$ cat config.mk
export PLATFORM = sky130hd
export DESIGN_NAME = ram4k_fill_engine
export DESIGN_NICKNAME = d
export VERILOG_FILES = /design/src/rtl/ram4k_fill_engine.sv
export SDC_FILE = /design/constraint.sdc
export NUM_CORES = 1
export LEC_CHECK = 0
export ABC_AREA = 1
export CAP_MARGIN = 20
export CORE_MARGIN = 4
export CORE_UTILIZATION = 35
export DETAILED_ROUTE_END_ITERATION = 8
export GPL_ROUTABILITY_DRIVEN = 0
export RECOVER_POWER = 100
export SETUP_SLACK_MARGIN = 0.1
export SYNTH_ARGS = -nofsm -noshare
export SYNTH_HDL_FRONTEND = slang
export SYNTH_SLANG_ARGS = --single-unit
$ cat constraint.sdc
create_clock -name clk -period 2.2 [get_ports clk]
set_clock_uncertainty 0.05 [all_clocks]
set_input_delay 0.33 -clock clk [delete_from_list [all_inputs] [get_ports clk]]
set_output_delay 0.33 -clock clk [all_outputs]
set_load 0.01 [all_outputs]
$ cat src/rtl/ram4k_fill_engine.sv
// ram4k_fill_engine
//   Fills a window of a single-port RAM with a constant or incrementing
//   pattern, then optionally reads the window back and compares it.
//   Addresses wrap modulo 2^ADDR_W, so a full-size count touches every word
//   exactly once.
//
// State table
//   state    | meaning
//   ---------+---------------------------------------------------------
//   S_IDLE   | waiting for start; outputs hold, error/err_addr retained
//   S_FILL   | one RAM write per cycle, count cycles
//   S_VERIFY | one RAM read/compare per cycle, stops on first mismatch
//   S_DONE   | done pulse for one cycle, then back to S_IDLE
//
// Ports
//   clk, reset          clock, synchronous active-high reset
//   start               begin an operation (only honoured in S_IDLE)
//   base, count         first word address and number of words (0..2^ADDR_W)
//   mode, seed          0: constant seed, 1: seed + index
//   verify_en           run a read-back pass after the fill
//   ram_out             RAM read data (combinational from ram_address)
//   ram_in, ram_address RAM write data and address
//   ram_load            RAM write enable
//   busy, done          operation in progress / one-cycle completion pulse
//   error, err_addr     first verify mismatch and its address
module ram4k_fill_engine #(
  parameter int ADDR_W = 12,
  parameter int DATA_W = 16
) (
  input  logic              clk,
  input  logic              reset,
  input  logic              start,
  input  logic [ADDR_W-1:0] base,
  input  logic [ADDR_W:0]   count,
  input  logic              mode,
  input  logic [DATA_W-1:0] seed,
  input  logic              verify_en,
  input  logic [DATA_W-1:0] ram_out,
  output logic [DATA_W-1:0] ram_in,
  output logic [ADDR_W-1:0] ram_address,
  output logic              ram_load,
  output logic              busy,
  output logic              done,
  output logic              error,
  output logic [ADDR_W-1:0] err_addr
);

  typedef enum logic [1:0] {S_IDLE, S_FILL, S_VERIFY, S_DONE} state_t;

  localparam logic [ADDR_W:0]   CNT_ONE  = 1;
  localparam logic [ADDR_W-1:0] ADDR_ONE = 1;

  state_t            state_q;
  logic [ADDR_W-1:0] base_q;
  logic [ADDR_W:0]   count_q;
  logic              mode_q;
  logic [DATA_W-1:0] seed_q;
  logic              verify_q;
  logic [ADDR_W:0]   remain_q;
  logic [ADDR_W-1:0] addr_q;
  logic [DATA_W-1:0] pat_q;
  logic              load_q;
  logic              busy_q;
  logic              done_q;
  logic              error_q;
  logic [ADDR_W-1:0] err_addr_q;

  logic [DATA_W-1:0] pat_d;
  logic [ADDR_W-1:0] addr_d;
  logic [ADDR_W:0]   remain_d;
  logic              last;

  // pat_q always holds pattern(i) for the word currently on the bus; it is
  // both the write data in S_FILL and the compare value in S_VERIFY.
  always_comb begin
    pat_d    = pat_q + {{(DATA_W-1){1'b0}}, mode_q};
    addr_d   = addr_q + ADDR_ONE;
    remain_d = remain_q - CNT_ONE;
    last     = (remain_q == CNT_ONE);
  end

  always_ff @(posedge clk) begin
    if (reset) begin
      state_q    <= S_IDLE;
      base_q     <= '0;
      count_q    <= '0;
      mode_q     <= 1'b0;
      seed_q     <= '0;
      verify_q   <= 1'b0;
      remain_q   <= '0;
      addr_q     <= '0;
      pat_q      <= '0;
      load_q     <= 1'b0;
      busy_q     <= 1'b0;
      done_q     <= 1'b0;
      error_q    <= 1'b0;
      err_addr_q <= '0;
    end else begin
      done_q <= 1'b0;
      case (state_q)
        S_IDLE: begin
          if (start) begin
            base_q     <= base;
            count_q    <= count;
            mode_q     <= mode;
            seed_q     <= seed;
            verify_q   <= verify_en;
            error_q    <= 1'b0;
            err_addr_q <= '0;
            addr_q     <= base;
            pat_q      <= seed;
            remain_q   <= count;
            if (count == '0) begin
              state_q <= S_DONE;
              done_q  <= 1'b1;
            end else begin
              state_q <= S_FILL;
              load_q  <= 1'b1;
              busy_q  <= 1'b1;
            end
          end
        end
        S_FILL: begin
          if (last) begin
            // Rewind the sweep so a verify pass starts at base with seed.
            load_q   <= 1'b0;
            addr_q   <= base_q;
            pat_q    <= seed_q;
            remain_q <= count_q;
            if (verify_q) begin
              state_q <= S_VERIFY;
            end else begin
              state_q <= S_DONE;
              busy_q  <= 1'b0;
              done_q  <= 1'b1;
            end
          end else begin
            addr_q   <= addr_d;
            pat_q    <= pat_d;
            remain_q <= remain_d;
          end
        end
        S_VERIFY: begin
          if (ram_out != pat_q) begin
            error_q    <= 1'b1;
            err_addr_q <= addr_q;
            state_q    <= S_DONE;
            busy_q     <= 1'b0;
            done_q     <= 1'b1;
          end else if (last) begin
            state_q <= S_DONE;
            busy_q  <= 1'b0;
            done_q  <= 1'b1;
          end else begin
            addr_q   <= addr_d;
            pat_q    <= pat_d;
            remain_q <= remain_d;
          end
        end
        S_DONE: begin
          state_q <= S_IDLE;
        end
        default: begin
          state_q <= S_IDLE;
          load_q  <= 1'b0;
          busy_q  <= 1'b0;
        end
      endcase
    end
  end

  assign ram_in      = pat_q;
  assign ram_address = addr_q;
  assign ram_load    = load_q;
  assign busy        = busy_q;
  assign done        = done_q;
  assign error       = error_q;
  assign err_addr    = err_addr_q;

endmodule
==> run metrics, run 1 <==
status finished clean; global-route wire length before repair 31600 µm; R2R Setup Slk 0.22 ns; power density cells 1470 nW/µm²; worst path arrival time 2.17 ns; Top Family by Delay on Critical Path simple AND/OR/NAND/NOR gates; commonest cells after routing, fill and taps aside nand2_1, nor2_1, inv_1, dfxtp_1, a21oi_1; initial antenna violation count 0; Starting Density 35.8%; largest net degree at the start of global routing 46; Tmin final 1.98 ns; Pre-Repair DR Iteration Count 5; Min-Delay Endpoint ram_load$_SDFFE_PP0P_; Longest Clk Path Bufs 2; Die Span X 141 µm; final core occ 45.9%; I/O Pins 106; CTS tree built; Iter 0 DRT Violations 486; core footprint 17400 µm²; final worst setup slack 0.225 ns; # DRC 0; RSZ-0062 raised after global routing yes; Synth cell types 31; H-tree depth 3; Final Hold Fails 0; VDD IR max 935 µV; Final ANT Viol Nets 0; CP Capture Type flop; hold path cells 2; synthesized net count 1096; period utilization 89.8%; endpoints failing setup 0; post-synthesis sequential area ratio 32.8%; Worst Path Required 2.39 ns; CTS Root Cell clkbuf_16; Vias 6684; FP Rows 48; vias in the first global route 6108; yosys warns 0; max incr delay on CP 0.31 ns; Avg Cell Area, Syn 6.07 µm²; synthesized instance count 1024; hold_ws 0.392 ns; Total Die Area 20000 µm²; R2R Path End state_q[1]$_SDFFE_PP0P_; Area Growth Syn to Fin 28.0%; WP buf/inv 3; Critical-path top delay cell dfxtp_1; Max Cap Viol 0; die height 141 µm; Worst-Skew Late Latency 0.35 ns; fin cells 1362; Total GRT Usage 19.4%; synthesized area 6220 µm²; Final Max Slew Viols 0; Worst Hold Class reg -> reg; Clock transition at path regs 0.07 ns; worst slack, placed -0.0214 ns; FF-to-FF path depth 12; dpl cells 1344; crit path max fanout 11; dpl hpwl 14100 µm; Worst Setup Path Type reg -> reg; relative slew slack 53.7%; Worst-Margin Slew 0.694 ns; CP cell instances inv_1 -> ha_1 -> inv_1 -> nor2_1 -> nand2_1 -> nor2_4 -> clkbuf_4 -> a21oi_1 -> nand3_1 -> nand2_1 -> o21ai_0 -> a21oi_1; Num CTS Buffers 9; GRT overflow 0; share of layout cells above drive strength 1 7.56%; Static Leakage 3.76 nW; CP Launch Type flop; routed len/inst 14.3 µm; Achievable Freq 506 MHz; fin nets 1204; Port Buffers 105; Sink Count 102; vias per cell 4.91; most common cell after layout, fill and taps aside nand2_1; routed wire length 19500 µm; diodes inserted 0; flops & latches, synth 102; worst r2r src remain_q[1]$_SDFFE_PP0P_; hold_sp ram_load$_SDFFE_PP0P_
-- kinds of logic (layout without fill, tap and decap cells) --
| logic type | after synthesis | after routing | synth area share (%) |
|---|---|---|---|
| DFF | 102 | 102 | 32.8 |
| adders and majority gates | 10 | 10 | 2.01 |
| xor gates and xnor gates | 16 | 16 | 2.25 |
| AOI/OAI and AO/OA | 152 | 152 | 12.7 |
| and+or+nand+nor | 568 | 568 | 38.4 |
| buffers and inverters | 176 | 289 | 11.8 |
-- Yosys cell counts, drive strengths merged --
cell type / n / area share, %
buf: 27 / 2.8
nand4: 44 / 4.4
nand3: 57 / 4.6
dfxtp: 102 / 33
a31oi: 8 / 0.80
xor2: 14 / 2.0
a21oi: 73 / 6.1
ha: 10 / 2.0
nand2: 295 / 18
nand3b: 3 / 0.36
clkbuf: 26 / 1.6
o21ai: 68 / 5.5
o311ai: 1 / 0.14
and3: 1 / 0.10
xnor2: 2 / 0.28
nor2: 160 / 10
nor3: 2 / 0.16
o21bai: 1 / 0.12
inv: 123 / 7.4
or2: 5 / 0.50
nor3b: 1 / 0.12
o22ai: 1 / 0.10
-- power by group --
group          switching (mW)  internal [mW]  total [mW]
clock                   0.723          0.795        1.52
combinational            4.27           2.72        6.99
sequential              0.644           2.51        3.16
-- routing by layer --
layer / track usage (%) / vias to the layer above / routed length [µm]
met5: 0 / - / 0
met4: 5.10 / 0 / 263
met3: 2.66 / 18 / 925
met2: 33.0 / 149 / 9230
met1: 25.9 / 3060 / 9060
li1: - / 3457 / -
-- worst register-to-register path, cell delays in order, from the launching register on --
cell and delay [ns]:
dfxtp_1 0.31, inv_1 0.09, ha_1 0.17, inv_1 0.06, nor2_1 0.08, nand2_1 0.09
nor2_4 0.15, clkbuf_4 0.25, a21oi_1 0.08, nand3_1 0.19, nand2_1 0.14, o21ai_0 0.16
a21oi_1 0.05
-- flip-flops by register name, summed over array words and instances, names as in the netlist, 2 cells and up --
signal / count
ram_in: 16
ram_address: 12
count_q: 13
base_q: 12
err_addr: 12
remain_q: 13
state_q: 2
seed_q: 16
-- stage by stage --
stage	cell area, µm²	power (mW)	TNS [ns]
finish	7960	11.7	0
global route	7960	12.7	0
CTS	7940	11.8	0
detailed placement	7670	10.3	-0.0307
global placement	7670	10.3	-0.0132
floorplan	6220	7.71	0
-- timing repair --
action,4_1_cts,5_1_grt
hold endpoints to repair,0,0
hold buffers,0,0
setup endpoints to repair,0,40
setup buffers,0,2
resized for setup,0,11
-- layout make-up --
type	instances	area [µm²]
clock inverters	4	22.5
multi-input cells	746	3450
flip-flops and latches	102	2050
fillers	1861	9400
clock buffers	12	246
well taps	225	282
inverters	123	462
repair buffers	150	1450
-- worst max-delay path by stage --
stage | from | endpoint | cells past startpoint
after floorplan | ram_in[0]$_SDFFE_PP0P_ | ram_in[4]$_SDFFE_PP0P_ | 13
after global placement | ram_out[9] | ram_in[15]$_SDFFE_PP0P_ | 13
after detailed placement | ram_out[7] | ram_in[15]$_SDFFE_PP0P_ | 13
after CTS | remain_q[1]$_SDFFE_PP0P_ | ram_in[15]$_SDFFE_PP0P_ | 14
after global routing | remain_q[1]$_SDFFE_PP0P_ | state_q[1]$_SDFFE_PP0P_ | 12
final | remain_q[1]$_SDFFE_PP0P_ | state_q[1]$_SDFFE_PP0P_ | 12
Power figures use the tool's default switching activity.
==> inputs of run 2 (changes only) <==
--- a/config.mk
+++ b/config.mk
@@ -12,6 +12,7 @@
 export DETAILED_ROUTE_END_ITERATION = 8
 export GPL_ROUTABILITY_DRIVEN = 0
 export RECOVER_POWER = 100
+export REMOVE_ABC_BUFFERS = 1
 export SETUP_SLACK_MARGIN = 0.1
 export SYNTH_ARGS = -nofsm -noshare
 export SYNTH_HDL_FRONTEND = slang
==> run 2 against run 1 <==
Combinational power fell by 3%. Cell area barely moved. Global-route usage fell by 0.57 points. Critical path type unchanged.
==> run metrics, run 2 (synthesized netlist as in run 1, its figures left out) <==
Static Leakage 3.74 nW (-0.47%); hold path cells 2 (unchanged); routed len/inst 13.7 µm (-4.0%); Final Max Slew Viols 0 (unchanged); most common cell after layout, fill and taps aside nand2_1; GRT overflow 0 (unchanged); Area Growth Syn to Fin 27.9% (about the same); diodes inserted 0 (unchanged); largest net degree at the start of global routing 64 (+39%); hold_sp error$_SDFFE_PP0P_; dpl hpwl 13100 µm (-7.0%); Final Hold Fails 0 (unchanged); status finished clean; Total GRT Usage 18.8% (-0.57 points); die height 141 µm (unchanged); worst slack, placed 0.0496 ns (+0.0710 ns); placed cell area 7630 µm² (-0.46%); global-route wire length before repair 30900 µm (-2.2%); CP cell instances inv_1 -> ha_1 -> inv_1 -> nor3b_1 -> nand3_1 -> nand2_1 -> inv_1 -> nand2_1 -> buf_4 -> nand2_1 -> a21oi_1; Reg area 2040 µm² (-0.18%); Total Die Area 20000 µm² (unchanged); I/O Pins 106 (unchanged); design area 7950 µm² (about the same); # fillers 1854 (-0.38%); Worst Hold Class reg -> reg; Worst-Margin Slew 0.495 ns (-0.199 ns); setup TNS 0 ns (unchanged); Max Cap Viol 0 (unchanged); Worst Path Required 2.45 ns (+0.06 ns); Tmin final 1.93 ns (-0.0470 ns); Min-Delay Endpoint error$_SDFFE_PP0P_; Starting Density 35.8% (unchanged); Iter 0 DRT Violations 513 (+5.6%); period utilization 87.7% (-2.1 points); Worst Setup Path Type reg -> reg; max incr delay on CP 0.31 ns (about the same); CTS tree built; routed wire length 18600 µm (-4.5%); vias in the first global route 6012 (-1.6%); FP Rows 48 (unchanged); # DRC 0 (unchanged); FF-to-FF path depth 11 (-1); final core occ 45.8% (about the same); worst path arrival time 2.17 ns (about the same); power density cells 1460 nW/µm² (-0.66%); final worst setup slack 0.272 ns (+0.0470 ns); commonest cells after routing, fill and taps aside nand2_1, nor2_1, inv_1, dfxtp_1, a21oi_1; Die Span X 141 µm (unchanged); worst r2r src remain_q[1]$_SDFFE_PP0P_; initial antenna violation count 0 (unchanged); Num CTS Buffers 9 (unchanged); Vias 6543 (-2.1%); Longest Clk Path Bufs 2 (unchanged); RSZ-0062 raised after global routing yes; H-tree depth 3 (unchanged); VDD IR max 671 µV (-28%); fin nets 1197 (-0.58%); CP Capture Type flop; vias per cell 4.83 (-1.6%); Achievable Freq 519 MHz (+2.4%); CP Launch Type flop; Final ANT Viol Nets 0 (unchanged); share of layout cells above drive strength 1 6.37% (-1.2 points); Worst-Skew Late Latency 0.36 ns (about the same); R2R Setup Slk 0.27 ns (+0.05 ns); Clock transition at path regs 0.07 ns (about the same); relative slew slack 66.9% (+13 points); CTS Root Cell clkbuf_16; Critical-path top delay cell dfxtp_1; core footprint 17400 µm² (unchanged); crit path max fanout 14 (+3); multi-input combinational cell area 3440 µm² (-0.22%); Port Buffers 105 (unchanged); R2R Path End ram_in[5]$_SDFFE_PP0P_; endpoints failing setup 0 (unchanged); Pre-Repair DR Iteration Count 5 (unchanged); Sink Count 102 (unchanged)
==> run 2: cell types whose count changed in the layout (fill, tap and decap cells not counted), moves of 2 or more <==
| cell | before | now |
|---|---|---|
| dfxtp_2 | 3 | 0 |
| clkbuf_2 | 4 | 2 |
| buf_4 | 32 | 27 |
| nor2_1 | 151 | 154 |
| buf_12 | 6 | 8 |
| clkbuf_4 | 2 | 0 |
| nor2_2 | 6 | 4 |
| dfxtp_1 | 99 | 102 |
==> run 2: worst max-delay path by stage <==
stage	from	to	slack [ns]	depth (start not counted)
after floorplan	state_q[0]$_SDFFE_PP0P_	err_addr[0]$_SDFFE_PP0P_	-0.51	7
after global placement	ram_out[7]	ram_in[15]$_SDFFE_PP0P_	0.06	14
after detailed placement	ram_out[7]	ram_in[15]$_SDFFE_PP0P_	0.05	14
after CTS	remain_q[1]$_SDFFE_PP0P_	ram_in[15]$_SDFFE_PP0P_	0.19	14
after global routing	mode_q$_SDFFE_PP0P_	ram_in[12]$_SDFFE_PP0P_	0.03	13
final	remain_q[1]$_SDFFE_PP0P_	ram_in[5]$_SDFFE_PP0P_	0.27	11
==> run 2: timing repair <==
item	in CTS	in global routing
endpoints found under the setup margin	0	17
resized for setup	0	1
hold buffers	0	0
buffers inserted	0	3
==> run 2: critical path: cells and delay by family, from the launching register on <==
family	cells	cell delay (ns)
compound gates	1	0.14
fa+ha+maj	1	0.20
buf+inv	4	0.48
flops	1	0.31
simple gates	5	0.68
==> run 2: power by group <==
| group | leakage [nW] | internal (mW) | switching [mW] | total (mW) |
|---|---|---|---|---|
| sequential | 0.842 | 2.50 | 0.631 | 3.14 |
| combinational | 2.76 | 2.64 | 4.16 | 6.80 |
| clock | 0.142 | 0.885 | 0.765 | 1.65 |
==> run 2: layout make-up <==
class / instances / share of cell area, %
multi-input cells: 746 / 43.3
flip-flops and latches: 102 / 25.7
repair buffers: 143 / 18.0
inverters: 123 / 5.81
well taps: 225 / 3.54
clock buffers: 9 / 2.83
clock inverters: 7 / 0.913
==> run 2: metal layers <==
| layer | vias to the layer above | routed length (µm) | track usage, % |
|---|---|---|---|
| li1 | 3444 | - | - |
| met4 | 0 | 232 | 5.66 |
| met3 | 14 | 720 | 2.39 |
| met5 | - | 0 | 0 |
| met2 | 125 | 8520 | 30.9 |
| met1 | 2960 | 9140 | 25.9 |
==> run 2: metrics by stage <==
step	total power, mW	cells	hold slack [ns]
floorplan	7.28	971	0.349
global placement	10.1	1336	0.407
detailed placement	10.1	1336	0.409
CTS	11.8	1352	0.421
global route	12.8	1355	0.448
finish	11.6	1355	0.415
==> inputs of run 3 (changes only) <==
--- a/config.mk
+++ b/config.mk
@@ -13,7 +13,6 @@
 export GPL_ROUTABILITY_DRIVEN = 0
 export RECOVER_POWER = 100
 export REMOVE_ABC_BUFFERS = 1
-export SETUP_SLACK_MARGIN = 0.1
 export SYNTH_ARGS = -nofsm -noshare
 export SYNTH_HDL_FRONTEND = slang
 export SYNTH_SLANG_ARGS = --single-unit
==> run 3 against run 2 <==
Sequential cell count did not move. Cell area fell by 0.17%. Power barely moved. Global-route usage did not move. First-iteration DRC count fell by 10%. Setup slack got worse by 0.038 ns. Non-clock buffer count did not move. Utilization fell by 0.079 points. Clock power barely moved.
==> run metrics, run 3 (synthesized netlist as in run 1, its figures left out) <==
Longest Clk Path Bufs 2 (unchanged); # fillers 1858 (+0.22%); Worst-Margin Slew 0.509 ns (+0.0146 ns); Worst-Skew Late Latency 0.36 ns (about the same); Resized Gates After CTS 0 (unchanged); CP Launch Type flop; Achievable Freq 508 MHz (-2.0%); CP Capture Type flop; design area 7940 µm² (-0.17%); hold_ws 0.415 ns (+0.0000620 ns); most common cell after layout, fill and taps aside nand2_1; crit path max fanout 6 (-8); Worst Setup Path Type reg -> reg; # DRC 0 (unchanged); Clock transition at path regs 0.07 ns (about the same); Num CTS Buffers 9 (unchanged); hold_sp error$_SDFFE_PP0P_; period utilization 89.4% (+1.7 points); commonest cells after routing, fill and taps aside nand2_1, nor2_1, inv_1, dfxtp_1, a21oi_1; global-route wire length before repair 30900 µm (unchanged); dpl cells 1336 (unchanged); routed wire length 18600 µm (-0.17%); final core occ 45.7% (-0.079 points); VDD IR max 673 µV (+0.40%); FF-to-FF path depth 15 (+4); relative slew slack 66.0% (-0.89 points); core footprint 17400 µm² (unchanged); die height 141 µm (unchanged); Iter 0 DRT Violations 460 (-10%); worst path arrival time 2.21 ns (+0.04 ns); Final Hold Fails 0 (unchanged); Final Max Slew Viols 0 (unchanged); Worst Path Required 2.45 ns (about the same); FP Rows 48 (unchanged); vias in the first global route 6012 (unchanged); diodes inserted 0 (unchanged); Final ANT Viol Nets 0 (unchanged); dpl hpwl 13100 µm (unchanged); Vias 6585 (+0.64%); max incr delay on CP 0.31 ns (about the same); Total Die Area 20000 µm² (unchanged); WP buf/inv 3 (-1); cell mode on critical path nor2_1; Pre-Repair DR Iteration Count 8 (+3); GRT overflow 0 (unchanged); largest net degree at the start of global routing 64 (unchanged); R2R Path End remain_q[1]$_SDFFE_PP0P_; Starting Density 35.8% (unchanged); vias per cell 4.86 (+0.64%); total design power 11.6 mW (about the same); routed len/inst 13.7 µm (-0.17%); Port Buffers 105 (unchanged); R2R Setup Slk 0.23 ns (-0.04 ns); setup TNS 0 ns (unchanged); fin cells 1355 (unchanged); CTS Hold Bufs 0 (unchanged); final worst setup slack 0.233 ns (-0.0385 ns); initial antenna violation count 0 (unchanged); Critical-path top delay cell dfxtp_1; power density cells 1460 nW/µm² (+0.12%); Sink Count 102 (unchanged); hold path cells 2 (unchanged); CTS Root Cell clkbuf_16; placed cell area 7630 µm² (unchanged); H-tree depth 3 (unchanged); Die Span X 141 µm (unchanged); worst r2r src remain_q[1]$_SDFFE_PP0P_; Total GRT Usage 18.8% (unchanged); Area Growth Syn to Fin 27.6%; Max Cap Viol 0 (unchanged); Tmin final 1.97 ns (+0.0385 ns); Min-Delay Endpoint error$_SDFFE_PP0P_; worst slack, placed 0.0496 ns (unchanged); Top Family by Delay on Critical Path simple AND/OR/NAND/NOR gates; status finished clean; CTS tree built; endpoints failing setup 0 (unchanged); I/O Pins 106 (unchanged); Static Leakage 3.72 nW (-0.65%); Worst Hold Class reg -> reg; CP cell instances inv_1 -> ha_1 -> inv_1 -> nor2_1 -> nand2_1 -> nor2_2 -> nand2_2 -> nor2_4 -> buf_4 -> nand2_1 -> nand2_1 -> nor2_1 -> nor2_1 -> nor2_1 -> nor2_1; RSZ-0062 raised after global routing no; fin nets 1197 (unchanged); share of layout cells above drive strength 1 6.37% (unchanged)
==> run 3: cell types whose count changed in the layout (fill, tap and decap cells not counted) <==
cell    previous run  this run
nor2_2             4         5
nor2_8             1         0
==> run 3: area by class of cell <==
| class | count | area (µm²) | share of cell area, % |
|---|---|---|---|
| multi-input cells | 746 | 3430 | 43.2 |
| flip-flops and latches | 102 | 2040 | 25.7 |
| well taps | 225 | 282 | 3.55 |
| clock inverters | 7 | 72.6 | 0.914 |
| repair buffers | 143 | 1430 | 18.0 |
| inverters | 123 | 462 | 5.82 |
| clock buffers | 9 | 225 | 2.84 |
==> run 3: worst max-delay path by stage <==
stage	startpoint	to	slack [ns]	cells past startpoint
6_report	remain_q[1]$_SDFFE_PP0P_	remain_q[1]$_SDFFE_PP0P_	0.23	15
5_1_grt	remain_q[1]$_SDFFE_PP0P_	remain_q[1]$_SDFFE_PP0P_	0.03	15
4_1_cts	remain_q[1]$_SDFFE_PP0P_	ram_in[15]$_SDFFE_PP0P_	0.19	14
3_5_place_dp	ram_out[7]	ram_in[15]$_SDFFE_PP0P_	0.05	14
3_3_place_gp	ram_out[7]	ram_in[15]$_SDFFE_PP0P_	0.06	14
2_1_floorplan	state_q[0]$_SDFFE_PP0P_	err_addr[0]$_SDFFE_PP0P_	-0.51	7
==> run 3: where the power goes <==
group	internal, mW	switching, mW
Sequential	2.50	0.632
Clock	0.885	0.772
Combinational	2.64	4.14
Total	6.03	5.55
==> run 3: tightest hold or removal path, cell delays in order (launching register included) <==
cell	delay, ns
dfxtp_1	0.31
nand2_1	0.06
a21oi_1	0.05
==> run 3: per-layer routing <==
metal  global-route usage (%)  share of wire (%)
met5                        0                  0
met4                     5.66                1.2
met3                     2.39                3.8
met2                     30.9                 46
met1                     25.9                 49
==> run 3: timing repair <==
action	4_1_cts	5_1_grt
endpoints found under the hold margin	0	0
setup buffers	0	3
endpoints found under the setup margin	0	1
==> edit (flow settings as in run 2) <==
The 4 states of `state_t` get a Gray code encoding in 2 bits.
--- a/src/rtl/ram4k_fill_engine.sv
+++ b/src/rtl/ram4k_fill_engine.sv
@@ -45,7 +45,7 @@
   output logic [ADDR_W-1:0] err_addr
 );
 
-  typedef enum logic [1:0] {S_IDLE, S_FILL, S_VERIFY, S_DONE} state_t;
+  typedef enum logic [1:0] {S_IDLE = 2'b00, S_FILL = 2'b01, S_VERIFY = 2'b11, S_DONE = 2'b10} state_t;
 
   localparam logic [ADDR_W:0]   CNT_ONE  = 1;
   localparam logic [ADDR_W-1:0] ADDR_ONE = 1;
Behaviour: same outputs for any inputs over 4 cycles, from zero or initial values and one cycle with reset high; so few cycles prove little.
==> edit against run 2 <==
Wire length decreased by 5.2%. Cell area decreased by 3.4%. Worst setup slack got worse by 0.048 ns. Sequential cell count unchanged. Synthesized area decreased by 4.2%. Utilization increased by 0.32 points. Non-clock buffer count decreased by 4. Synthesized cell count decreased by 4.8%. Final cell count decreased by 3.8%. Critical path type unchanged.
Power is not compared: it rests on default switching activity, and its combinational part moved more than twofold at a synthesized area within 25%.
==> edit: results (changes against run 2) <==
[final_layout]
clock_area_share_pct = 4.06  ; was 3.74%
seq_share_pct = 26.7  ; was 25.7%
multi_input_comb_cells = 735  ; was 746
multiInputGateArea_sq_mm = 0.00334  ; was 0.00344 sq mm
non_clock_inverter_count = 92  ; was 123
n_all_buffers = 139  ; was 143
final_layout_net_count = 1146  ; was 1,197
fillers = 1792  ; was 1,854

[outcome]
outcome = completed  ; unchanged

[global_routing]
groute.usage.overall_pct = 18.1  ; was 18.8%
grt_max_degree = 37  ; was 64
use_met1_pct = 25.4  ; was 25.9%
grt_first_pass_wirelength_mm = 29.0  ; was 30.9 mm
vias_in_the_first_global_route = 5716  ; was 6,012
grt_use_met3_pct = 3.59  ; was 2.39%

[synthesis]
synth_compound_gate_area_share_pct = 10.3  ; was 12.7%
sequential_element_share_of_the_synthesized_area_pct = 34.3  ; was 32.8%
yosys.area_share.xor_xnor_pct = 2.64  ; was 2.25%
yosys-top-cells-area = dfxtp_1 (34%), nand2_1 (18%), nor2_1 (10%)  ; was dfxtp_1 (33%), nand2_1 (18%), nor2_1 (9.2%)
syn_inst = 975  ; was 1,024
yosysUniqueCellTypes = 29  ; was 31
post_synth_most_frequent_cells = nand2_1 (283), nor2_1 (161), dfxtp_1 (102)  ; was nand2_1 (290), nor2_1 (153), inv_1 (119)
post_synth_fa_ha_maj_area_fraction_pct = 1.05  ; was 2.01%

[routing]
dr_wl_met3_um = 789  ; was 720 um
drt_iter0_drc = 247  ; was 513
route.final.wire_length_mm = 17.6  ; was 18.6 mm
post_drt_wl_per_cell_um = 13.5  ; was 13.7 um
route.detailed.vias_per_inst = 4.79  ; was 4.83
met2WireLength_mm = 7.83  ; was 8.52 mm

[placed_design]
placedCellCount = 1286  ; was 1,336
detailedPlacementHpwl_mm = 12.6  ; was 13.1 mm

[sta]
slew_of_the_pin_with_the_lowest_slew_margin_ns = 0.447  ; was 0.495 ns
fraction_of_the_cycle_the_final_worst_path_needs_pct = 89.8  ; was 87.7%

[critical_path]
regToRegSetupSlack_ns = 0.22  ; was 0.27 ns
crit_fanout = 22  ; was 14
endpoint = ram_address[5]  ; was ram_in[5]

-- edit: per-stage QoR --
| step | cell area [sq um] | power [mW] | hold slack (ns) | setup TNS, ns |
|---|---|---|---|---|
| floorplan | 5730 | 3.25 | 0.349 | -32.14 |
| global placement | 7380 | 3.92 | 0.407 | -0.0826 |
| detailed placement | 7380 | 3.94 | 0.412 | -0.753 |
| CTS | 7690 | 5.64 | 0.424 | 0 |
| global route | 7680 | 5.88 | 0.443 | 0 |
| finish | 7680 | 5.54 | 0.416 | 0 |
-- edit: worst max-delay path: stages, from the launching register on --
cell	delay, ns
dfxtp_1	0.30
inv_1	0.12
ha_1	0.16
nand2_1	0.08
nor2_4	0.20
nand2_4	0.13
nand2_2	0.11
nand2_1	0.07
clkbuf_4	0.27
a21oi_1	0.19
nand3_1	0.09
nand2_1	0.06
nor2_1	0.03
-- edit: timing repair --
action                                  CTS  global route
resized for setup                         0             7
buffers inserted                          0             2
endpoints found under the setup margin    0            31
